**src/rtl/sigmoid_pwl_pipe_if.sv**
```systemverilog
// Streaming interface for the sigmoid/tanh activation unit.
// Input side : in_valid/in_ready handshake, in_x (Q4.12 per lane), in_mode (0 sigmoid, 1 tanh).
// Output side: out_valid/out_ready handshake, out_y (Q4.12 per lane), out_sat (per-lane clamp flag).
// Lane i occupies bits [16i+15:16i] of in_x / out_y.
interface sigmoid_pwl_pipe_if #(
  parameter int LANES = 1
);
  logic                  in_valid;
  logic                  in_ready;
  logic [16*LANES-1:0]   in_x;
  logic                  in_mode;
  logic                  out_valid;
  logic                  out_ready;
  logic [16*LANES-1:0]   out_y;
  logic [LANES-1:0]      out_sat;

  // Upstream/downstream side that feeds beats in and drains results.
  modport master (
    output in_valid, in_x, in_mode, out_ready,
    input  in_ready, out_valid, out_y, out_sat
  );

  // The activation unit itself.
  modport slave (
    input  in_valid, in_x, in_mode, out_ready,
    output in_ready, out_valid, out_y, out_sat
  );
endinterface

```
**src/rtl/sigmoid_pwl_pipe.sv**
```systemverilog
// Pipelined multi-lane sigmoid/tanh unit, Q4.12 signed fixed point.
// Piecewise-linear interpolation over 29 breakpoints on [-7, 7] in 0.5 steps.
// Ports:
//   clk  - clock
//   rst  - synchronous active-high reset, clears all in-flight beats
//   bus  - sigmoid_pwl_pipe_if slave: valid/ready input and output streams
// Three stages (prescale/clamp, lookup/multiply, combine) share one stall
// signal: everything shifts when the output register is empty or drained.
module sigmoid_pwl_pipe #(
  parameter int LANES  = 1,
  parameter int INTERP = 1
) (
  input logic              clk,
  input logic              rst,
  sigmoid_pwl_pipe_if.slave bus
);

  localparam logic signed [15:0] XMAX = 16'sd28672;
  localparam logic signed [15:0] XMIN = -16'sd28672;
  localparam logic        [15:0] XOFS = 16'd28672;

  // round(4096 * sigmoid(-7 + 0.5k)); codes past 28 are never used as a lower point.
  function automatic logic [11:0] bp_f(input logic [4:0] k);
    case (k)
      5'd0:  bp_f = 12'd4;
      5'd1:  bp_f = 12'd6;
      5'd2:  bp_f = 12'd10;
      5'd3:  bp_f = 12'd17;
      5'd4:  bp_f = 12'd27;
      5'd5:  bp_f = 12'd45;
      5'd6:  bp_f = 12'd74;
      5'd7:  bp_f = 12'd120;
      5'd8:  bp_f = 12'd194;
      5'd9:  bp_f = 12'd311;
      5'd10: bp_f = 12'd488;
      5'd11: bp_f = 12'd747;
      5'd12: bp_f = 12'd1102;
      5'd13: bp_f = 12'd1546;
      5'd14: bp_f = 12'd2048;
      5'd15: bp_f = 12'd2550;
      5'd16: bp_f = 12'd2994;
      5'd17: bp_f = 12'd3349;
      5'd18: bp_f = 12'd3608;
      5'd19: bp_f = 12'd3785;
      5'd20: bp_f = 12'd3902;
      5'd21: bp_f = 12'd3976;
      5'd22: bp_f = 12'd4022;
      5'd23: bp_f = 12'd4051;
      5'd24: bp_f = 12'd4069;
      5'd25: bp_f = 12'd4079;
      5'd26: bp_f = 12'd4086;
      5'd27: bp_f = 12'd4090;
      5'd28: bp_f = 12'd4092;
      default: bp_f = 12'd0;
    endcase
  endfunction

  // Returns {sat, u}: tanh doubles x (saturating), then clamp to +-7.0 and
  // bias to an unsigned 0..57344 so u[15:11] is the segment and u[10:0] the fraction.
  function automatic logic [16:0] prescale_f(input logic [15:0] x, input logic mode);
    logic [15:0] xs;
    logic [15:0] xc;
    logic        sat;
    if (mode) begin
      if (x[15] != x[14]) xs = x[15] ? 16'h8000 : 16'h7FFF;
      else                xs = {x[14:0], 1'b0};
    end else begin
      xs = x;
    end
    if ($signed(xs) > XMAX) begin
      xc  = XMAX;
      sat = 1'b1;
    end else if ($signed(xs) < XMIN) begin
      xc  = XMIN;
      sat = 1'b1;
    end else begin
      xc  = xs;
      sat = 1'b0;
    end
    prescale_f = {sat, xc + XOFS};
  endfunction

  // Returns {lo, p}; the last segment has no upper neighbour so its slope is zero.
  function automatic logic [31:0] lookup_f(input logic [4:0] idx, input logic [10:0] frac);
    logic [11:0] lo;
    logic [11:0] hi;
    logic [11:0] diff;
    logic [19:0] p;
    lo = bp_f(idx);
    if (idx == 5'd28) hi = lo;
    else              hi = bp_f(idx + 5'd1);
    diff = hi - lo;
    if (INTERP != 32'sd0) p = {8'd0, diff} * {9'd0, frac};
    else                  p = 20'd0;
    lookup_f = {lo, p};
  endfunction

  // Sigmoid result directly, or tanh(x) = 2*sigmoid(2x) - 1 in Q4.12.
  function automatic logic [15:0] combine_f(input logic [11:0] lo, input logic [19:0] p,
                                            input logic mode);
    logic [12:0] s;
    logic [15:0] s16;
    s   = {1'b0, lo} + {4'd0, p[19:11]};
    s16 = {3'd0, s};
    if (mode) combine_f = {s16[14:0], 1'b0} - 16'd4096;
    else      combine_f = s16;
  endfunction

  logic              adv_s;
  logic [15:0]       u1_s   [LANES];
  logic [LANES-1:0]  sat1_s;
  logic [11:0]       lo2_s  [LANES];
  logic [19:0]       p2_s   [LANES];
  logic [16*LANES-1:0] y3_s;

  logic              v1_r;
  logic              mode1_r;
  logic [4:0]        idx1_r  [LANES];
  logic [10:0]       frac1_r [LANES];
  logic [LANES-1:0]  sat1_r;

  logic              v2_r;
  logic              mode2_r;
  logic [11:0]       lo2_r   [LANES];
  logic [19:0]       p2_r    [LANES];
  logic [LANES-1:0]  sat2_r;

  logic              out_valid_r;
  logic [16*LANES-1:0] out_y_r;
  logic [LANES-1:0]  out_sat_r;

  assign adv_s         = !out_valid_r | bus.out_ready;
  assign bus.in_ready  = adv_s;
  assign bus.out_valid = out_valid_r;
  assign bus.out_y     = out_y_r;
  assign bus.out_sat   = out_sat_r;

  // Stage 1 datapath: prescale, clamp, split into segment index and fraction.
  always_comb begin
    sat1_s = '0;
    for (int i = 0; i < LANES; i++) begin
      {sat1_s[i], u1_s[i]} = prescale_f(bus.in_x[16*i +: 16], bus.in_mode);
    end
  end

  // Stage 2 datapath: breakpoint lookup and slope * fraction.
  always_comb begin
    for (int i = 0; i < LANES; i++) begin
      {lo2_s[i], p2_s[i]} = lookup_f(idx1_r[i], frac1_r[i]);
    end
  end

  // Stage 3 datapath: add interpolated offset and apply tanh rescale.
  always_comb begin
    y3_s = '0;
    for (int i = 0; i < LANES; i++) begin
      y3_s[16*i +: 16] = combine_f(lo2_r[i], p2_r[i], mode2_r);
    end
  end

  // Pipeline registers; all stages move together under the shared stall.
  always_ff @(posedge clk) begin
    if (rst) begin
      v1_r        <= 1'b0;
      mode1_r     <= 1'b0;
      sat1_r      <= '0;
      v2_r        <= 1'b0;
      mode2_r     <= 1'b0;
      sat2_r      <= '0;
      out_valid_r <= 1'b0;
      out_y_r     <= '0;
      out_sat_r   <= '0;
      for (int i = 0; i < LANES; i++) begin
        idx1_r[i]  <= 5'd0;
        frac1_r[i] <= 11'd0;
        lo2_r[i]   <= 12'd0;
        p2_r[i]    <= 20'd0;
      end
    end else if (adv_s) begin
      v1_r        <= bus.in_valid;
      mode1_r     <= bus.in_mode;
      sat1_r      <= sat1_s;
      v2_r        <= v1_r;
      mode2_r     <= mode1_r;
      sat2_r      <= sat1_r;
      out_valid_r <= v2_r;
      out_y_r     <= y3_s;
      out_sat_r   <= sat2_r;
      for (int i = 0; i < LANES; i++) begin
        idx1_r[i]  <= u1_s[i][15:11];
        frac1_r[i] <= u1_s[i][10:0];
        lo2_r[i]   <= lo2_s[i];
        p2_r[i]    <= p2_s[i];
      end
    end
  end

endmodule

```
**src/flat_wrapper.sv**
```systemverilog
// flat-port wrapper written by rule: the top's interface ports become plain ports
module sigmoid_pwl_pipe_flat 
#(
  parameter int LANES  = 1,
  parameter int INTERP = 1
)
  (clk, rst, bus_in_valid, bus_in_x, bus_in_mode, bus_out_ready, bus_in_ready, bus_out_valid, bus_out_y, bus_out_sat);
  sigmoid_pwl_pipe_if #(.LANES(LANES)) bus_i ();
  input logic clk;
  input logic rst;
  input wire logic [$bits(bus_i.in_valid)-1:0] bus_in_valid;
  input wire logic [$bits(bus_i.in_x)-1:0] bus_in_x;
  input wire logic [$bits(bus_i.in_mode)-1:0] bus_in_mode;
  input wire logic [$bits(bus_i.out_ready)-1:0] bus_out_ready;
  output wire logic [$bits(bus_i.in_ready)-1:0] bus_in_ready;
  output wire logic [$bits(bus_i.out_valid)-1:0] bus_out_valid;
  output wire logic [$bits(bus_i.out_y)-1:0] bus_out_y;
  output wire logic [$bits(bus_i.out_sat)-1:0] bus_out_sat;
  assign bus_i.in_valid = bus_in_valid;
  assign bus_i.in_x = bus_in_x;
  assign bus_i.in_mode = bus_in_mode;
  assign bus_i.out_ready = bus_out_ready;
  assign bus_in_ready = bus_i.in_ready;
  assign bus_out_valid = bus_i.out_valid;
  assign bus_out_y = bus_i.out_y;
  assign bus_out_sat = bus_i.out_sat;
  sigmoid_pwl_pipe #(.LANES(LANES), .INTERP(INTERP)) u_core (.clk(clk), .rst(rst), .bus(bus_i));
endmodule
```
**config.mk**
```make
export PLATFORM = sky130hd
export DESIGN_NAME = sigmoid_pwl_pipe_flat
export DESIGN_NICKNAME = d
export VERILOG_FILES = /design/src/rtl/sigmoid_pwl_pipe_if.sv /design/src/rtl/sigmoid_pwl_pipe.sv /design/src/flat_wrapper.sv
export SDC_FILE = /design/constraint.sdc
export NUM_CORES = 1
export LEC_CHECK = 0
export CAP_MARGIN = 20
export CELL_PAD_IN_SITES_DETAIL_PLACEMENT = 0
export CELL_PAD_IN_SITES_GLOBAL_PLACEMENT = 1
export CORE_ASPECT_RATIO = 0.75
export CORE_UTILIZATION = 48
export CTS_CLUSTER_SIZE = 10
export DETAILED_ROUTE_END_ITERATION = 12
export GPL_TIMING_DRIVEN = 0
export HOLD_SLACK_MARGIN = 0.05
export PLACE_DENSITY = 0.84
export SLEW_MARGIN = 20
export SYNTH_ARGS = -nofsm -noshare
export SYNTH_HDL_FRONTEND = slang
export SYNTH_SLANG_ARGS = --single-unit
```
**constraint.sdc**
```tcl
create_clock -name clk -period 10 [get_ports clk]
set_input_delay 1 -clock clk [delete_from_list [all_inputs] [get_ports clk]]
set_output_delay 1 -clock clk [all_outputs]
set_load 0.005 [all_outputs]
```
---- Word level (Yosys, flattened, before mapping) ----
Memory sizes are Yosys's and may differ from the RTL's.
Index checks and enable logic that the tools add are counted.
word-level totals
  register bits ........................... 24
  memory bits (writable) .................. 48
  ROM bits ................................ 768
  bits of input ports ..................... 21
  memories kept ........................... 6
memories
  name              words  bits a word  read ports  clocked after Yosys merged registers in  wr ports  line                     source
  (name not given)  32     12           1           0                                        0         sigmoid_pwl_pipe.sv:24   case (k)
  (name not given)  32     12           1           0                                        0         sigmoid_pwl_pipe.sv:24
  u_core.p2_r       1      20           1           0                                        1         sigmoid_pwl_pipe.sv:125  logic [19:0] p2_r [LANES];
  u_core.lo2_r      1      12           1           0                                        1         sigmoid_pwl_pipe.sv:124  logic [11:0] lo2_r [LANES];
  u_core.frac1_r    1      11           1           0                                        1         sigmoid_pwl_pipe.sv:119  logic [10:0] frac1_r [LANES];
  u_core.idx1_r     1      5            1           0                                        1         sigmoid_pwl_pipe.sv:118  logic [4:0] idx1_r [LANES];
cells by class
  add/subtract/negate cells ............... 5
  $mul .................................... 1
  $lt $le $gt $ge ......................... 2
  equal/unequal tests ..................... 2
  mux-type cells .......................... 22
  bitwise gates (word level) .............. 1
  reduce and logical (&&, ||, !) cells .... 5
operators with widths
  kind                                                 count
  two-way mux 16 bit                                   6
  two-way mux 12 bit                                   2
  multiplier 12 x 11 -> 20 bit                         1
  two-way mux 20 bit                                   1
  OR reduction 20 bit                                  1
  adder 16 x 15 -> 16 bit, second input constant       1
  > comparator 16 bit, second input constant           1
  < comparator 16 bit, second input constant           1
  subtractor 14 x 13 -> 15 bit, second input constant  1
  adder 12 x 9 -> 13 bit                               1
  OR reduction 12 bit                                  1
  subtractor 12 bit                                    1
  two-way mux 1 bit                                    11
  two-way mux 11 bit                                   1
  OR reduction 11 bit                                  1
  adder 5 x 1 -> 5 bit, second input constant          1
  == test 5 bit, second input constant                 1
  two-way mux 5 bit                                    1
  OR reduction 5 bit                                   1
  logical NOT 1 bit                                    1
  inequality test 1 bit                                1
  OR 1 bit                                             1

---- Logic depth before layout (Yosys ltp) ----
  depth after elaboration ................. 8
  mapped depth ............................ 37
  gate-level depth less buffers ........... 35

---- Worst setup path after synthesis ----
OpenSTA, ideal clock, no wires.
  path kind ............................... register to register
  start point ............................. memory u_core.idx1_r[0][1]
  end point ............................... memory u_core.p2_r[0][19] (data pin)
  data arrival time ....................... 8.502 ns
  slack ................................... 1.241 ns
  stages on the path, launching flop included .. 36
  path buffers ............................ 1
  cell sequence ........................... edfxtp_1 > clkbuf_1 > inv_1 > ha_1 > inv_1 > nand2_1 > o21ai_0 > a2111oi_0 > a211oi_1 > a21oi_1 > ha_1 > inv_1 > fa_1 > a21oi_1 > o21ai_0 > a2111o_1 > a31o_2 > a21oi_1 > xnor2_1 > and2_1 > fa_1 > fa_1 > inv_1 > fa_1 > fa_1 > fa_1 > inv_1 > ha_1 > a21o_1 > a21o_1 > a21oi_1 > o2bb2ai_1 > nor2_1 > a2111oi_0 > nand2b_1 > mux2i_1
on the way
  longest elaborated chain between the ends .. 7
  elaborated cells on any way between the ends .. 9
  those cells by class .................... add/sub: 2; mul: 1; eq/ne: 1; mux: 2; memory: 3
ends and longest elaborated chain
  item                                     line                     source
  start: declaration                       sigmoid_pwl_pipe.sv:118
  memory read (1 x 5 bit) (*)              --
  adder 5 x 1 -> 5 bit                     sigmoid_pwl_pipe.sv:91   else hi = bp_f(idx + 5'd1);
  memory read (32 x 12 bit)                --
  two-way mux 12 bit                       sigmoid_pwl_pipe.sv:90   if (idx == 5'd28) hi = lo;
  subtractor 12 bit (*)                    sigmoid_pwl_pipe.sv:92   diff = hi - lo;
  multiplier 12 x 11 -> 20 bit (*)         sigmoid_pwl_pipe.sv:93   if (INTERP != 32'sd0) p = {8'd0, diff} * {9'd0, frac};
  two-way mux 20 bit (no source line) (*)  --
  end: declaration                         sigmoid_pwl_pipe.sv:125
Every way passes the cells marked *; elsewhere a longest branch is shown, timed or not.

---- Final worst setup path ----
Ends and elaborated chain as after synthesis.

==> metrics.md <==
| Metric | Value |
|---|---|
| Drt total wl | `23000 um` |
| Critical path's slowest cell | `fa_1` |
| CTS clk-pin slew, worst paths | `0.05 ns` |
| Synth warn | `0` |
| Top Ports | `40` |
| Mapped Avg Cell Area | `between 8 and 9 sq um` |
| Distinct cells, synth | `63` |
| Final setup skew | `0.00636 ns` |
| CTS tree | `done` |
| Period minus WS final | `9.56 ns` |
| Gr ovfl total | `0` |
| CP arrival | `slightly below 10 ns` |
| Syn nets | `about 1200` |
| Fill count | `1631` |
| WHS | `~0.45 ns` |
| WS Path Type | `flip-flop to flip-flop` |
| Initial DRC Count | `562` |
| Starting Density | `0.500` |
| Fmax | `105 MHz` |
| Status | `finished clean` |
| Area delta synth->final | `12.7%` |
| Port Buffers | `39` |
| Die height | `around 120 um` |
| CTS Buffer Depth | `2` |
| Final Hold Fails | `0` |
| Endpoints failing setup | `0` |
| CP peak stage delay | `0.56 ns` |
| CP dominant cell by count | `fa_1` |
| CTS root buf | `clkbuf_16` |
| Post-Synthesis Cell Area | `8600 sq um` |
| Largest net degree at the start of global routing | `22` |
| Design Area, Final | `9690 sq um` |
| TritonCTS Buffers | `9` |
| DRC Markers | `0` |
| Number of iterations in the first detailed-routing pass | `8` |
| DP HPWL | `18000 um` |
| Crit Path Max Fanout | `10` |
| Antenna viol nets, final | `0` |
| Vias | `7467` |
| Gpl congestion | `0.946` |
| Post-synthesis sequential area ratio | `0.183` |
| Critical path endpoint category | `flip-flop` |
| Fin cells | `~1300` |
| Std cell rows | `41` |
| Sinks on Clock Net | `60` |
| Final #Nets | `roughly 1300` |
| Clk Latency, worst-skew pair | `between 0.3 and 0.4 ns` |
| CTS H-tree depth | `3` |
| Post-synth top area cell | `fa_1` |
| Overall die area | `18500 sq um` |
| Final slew viol count | `0` |
| Worst-margin pin slew | `0.663 ns` |
| Worst VDD drop | `0.000152 V` |
| Total Routing Usage GR | `0.264` |
| Power per cell area | `324 nW/um^2` |
| Placed inst area | `about 9300 sq um` |
| Synth top area share | `0.205` |
| WP data required | `10.08 ns` |
| Top post-synthesis cells by area | `fa_1 20%, edfxtp_1 13%, ha_1 13%` |
| WL/cell | `17.2 um` |
| Hold crit path type | `flip-flop to flip-flop` |
| Post-placement cell count | `approximately 1300` |
| Fraction of layout cells with a size suffix above 1 | `0.0427` |
| Vias per inst | `5.58` |
| Critical path launch point type | `flip-flop` |
| First-pass GRT wire length | `38100 um` |
| Slew HR | `0.553` |
| Tcrit/Tclk final | `0.956` |
| Die Width | `approximately 160 um` |
| Top FF cell, synth | `edfxtp_1` |
| Yosys reg bits | `60` |
| Initial antenna violation count | `1` |
| Post-synth EDFFs | `37` |
| Mapped Cells | `1038` |
| Final Core Density | `0.564` |
| Max Cap Viol | `0` |
| Vias in the first global route | `about 7300` |
| Core Region | `17200 sq um` |
| Post-synth ARST share | `0` |
| Leak Pwr | `0.00439 uW` |
| TNS Setup | `0 ns` |
[worst paths after layout]
kind / start / end / slack [ns] / depth (start not counted)
setup / recovery: u_core.idx1_r[0][1] / u_core.p2_r[0][19] / 0.44 / 36
hold / removal: u_core.bus.out_y[13] / u_core.bus.out_y[13] / 0.45 / 2
setup reg to reg: u_core.idx1_r[0][1] / u_core.p2_r[0][19] / 0.44 / 36
hold reg to reg: u_core.bus.out_y[13] / u_core.bus.out_y[13] / 0.45 / 2
[report_power, final]
part,internal (uW),switching (uW)
combinational,991,1530
sequential,333,27.3
clock,163,101
total,1490,1650
[logic make-up (layout without fill, tap and decap cells)]
family	after synthesis	count (layout)	synth area share
compound gates	222	222	0.161
mux	7	7	0.00858
simple gates	349	349	0.194
flops	60	60	0.183
xor+xnor	35	35	0.0390
buf+inv	191	254	0.0840
other cells	0	1	0
fa+ha+maj	174	174	0.330
[area by class of cell]
cell class	instances	area [sq um]	share of cell area
multi-input cells	787	6350	0.656
clock inverters	4	17.5	0.00181
clock buffers	11	233	0.0240
well taps	236	295	0.0305
repair buffers	49	485	0.0501
flip-flops and latches	60	1570	0.162
inverters	131	499	0.0515
plain buffers	59	234	0.0241
diodes	1	2.50	0.000258
[synthesized netlist by cell type, drive strengths merged (23+ instances only)]
library cell	count
edfxtp	37
dfxtp	23
clkbuf	51
nand2	102
a21oi	86
and2	66
nor2	93
ha	86
nor2b	25
o21ai	47
inv	128
fa	88
a211oi	24
[what timing repair did]
| action | in CTS | in global routing |
|---|---|---|
| hold buffers | 0 | 0 |
| setup endpoints to repair | 2 | 3 |
| pin swaps | 0 | 1 |
| resized for setup | 6 | 14 |
| buffers inserted | 1 | 8 |
[worst max-delay path: cells and delay by family, from the launching register on]
family	cells	cell delay, ns
AO/OA/AOI/OAI	12	2.78
XOR/XNOR	1	0.13
adder cells (fa/ha/maj)	9	3.81
buffers and inverters	8	1.35
flip-flops	1	0.49
multiplexers	1	0.07
AND/OR/NAND/NOR	5	0.68
[flip-flops by register name (all words and copies together), names as in the netlist, 5 cells and up]
signal            cells
u_core.bus.out_y     15
u_core.lo2_r         12
u_core.frac1_r       11
u_core.p2_r           9
u_core.idx1_r         5
[layer usage]
layer | part of all wire | vias up | global-route usage
li1 | - | 3570 | -
met1 | 0.47 | 3579 | 0.393
met2 | 0.43 | 277 | 0.382
met3 | 0.088 | 41 | 0.0655
met4 | 0.017 | 0 | 0.0570
met5 | 0 | - | 0
[cells in the final DEF, fill, tap and decap left out, types with 6 or more instances in the layout]
cell / synthesis / layout
a211oi_1: 24 / 24
a21o_1: 7 / 7
a21oi_1: 86 / 83
and2_1: 66 / 66
buf_1: 7 / 7
buf_4: 1 / 10
clkbuf_1: 51 / 48
clkbuf_16: 0 / 9
clkdlybuf4s50_1: 0 / 39
dfxtp_1: 23 / 23
edfxtp_1: 37 / 37
fa_1: 88 / 88
ha_1: 86 / 85
inv_1: 128 / 127
mux2i_1: 6 / 6
nand2_1: 102 / 101
nand2b_1: 7 / 7
nand3_1: 13 / 13
nor2_1: 93 / 92
nor2b_1: 25 / 25
nor3_1: 17 / 17
nor4_1: 6 / 6
o211ai_1: 7 / 7
o21a_1: 6 / 6
o21ai_0: 47 / 47
xnor2_1: 20 / 19
xor2_1: 12 / 12
[per-stage QoR]
step | power [uW] | setup slack (ns)
global placement | 2770 | -0.445
floorplan | 2140 | 1.24
finish | 3140 | 0.439
global route | 3520 | -0.0138
detailed placement | 2790 | -0.585
CTS | 3110 | 0.0911
(Power assumes the default switching activity.)
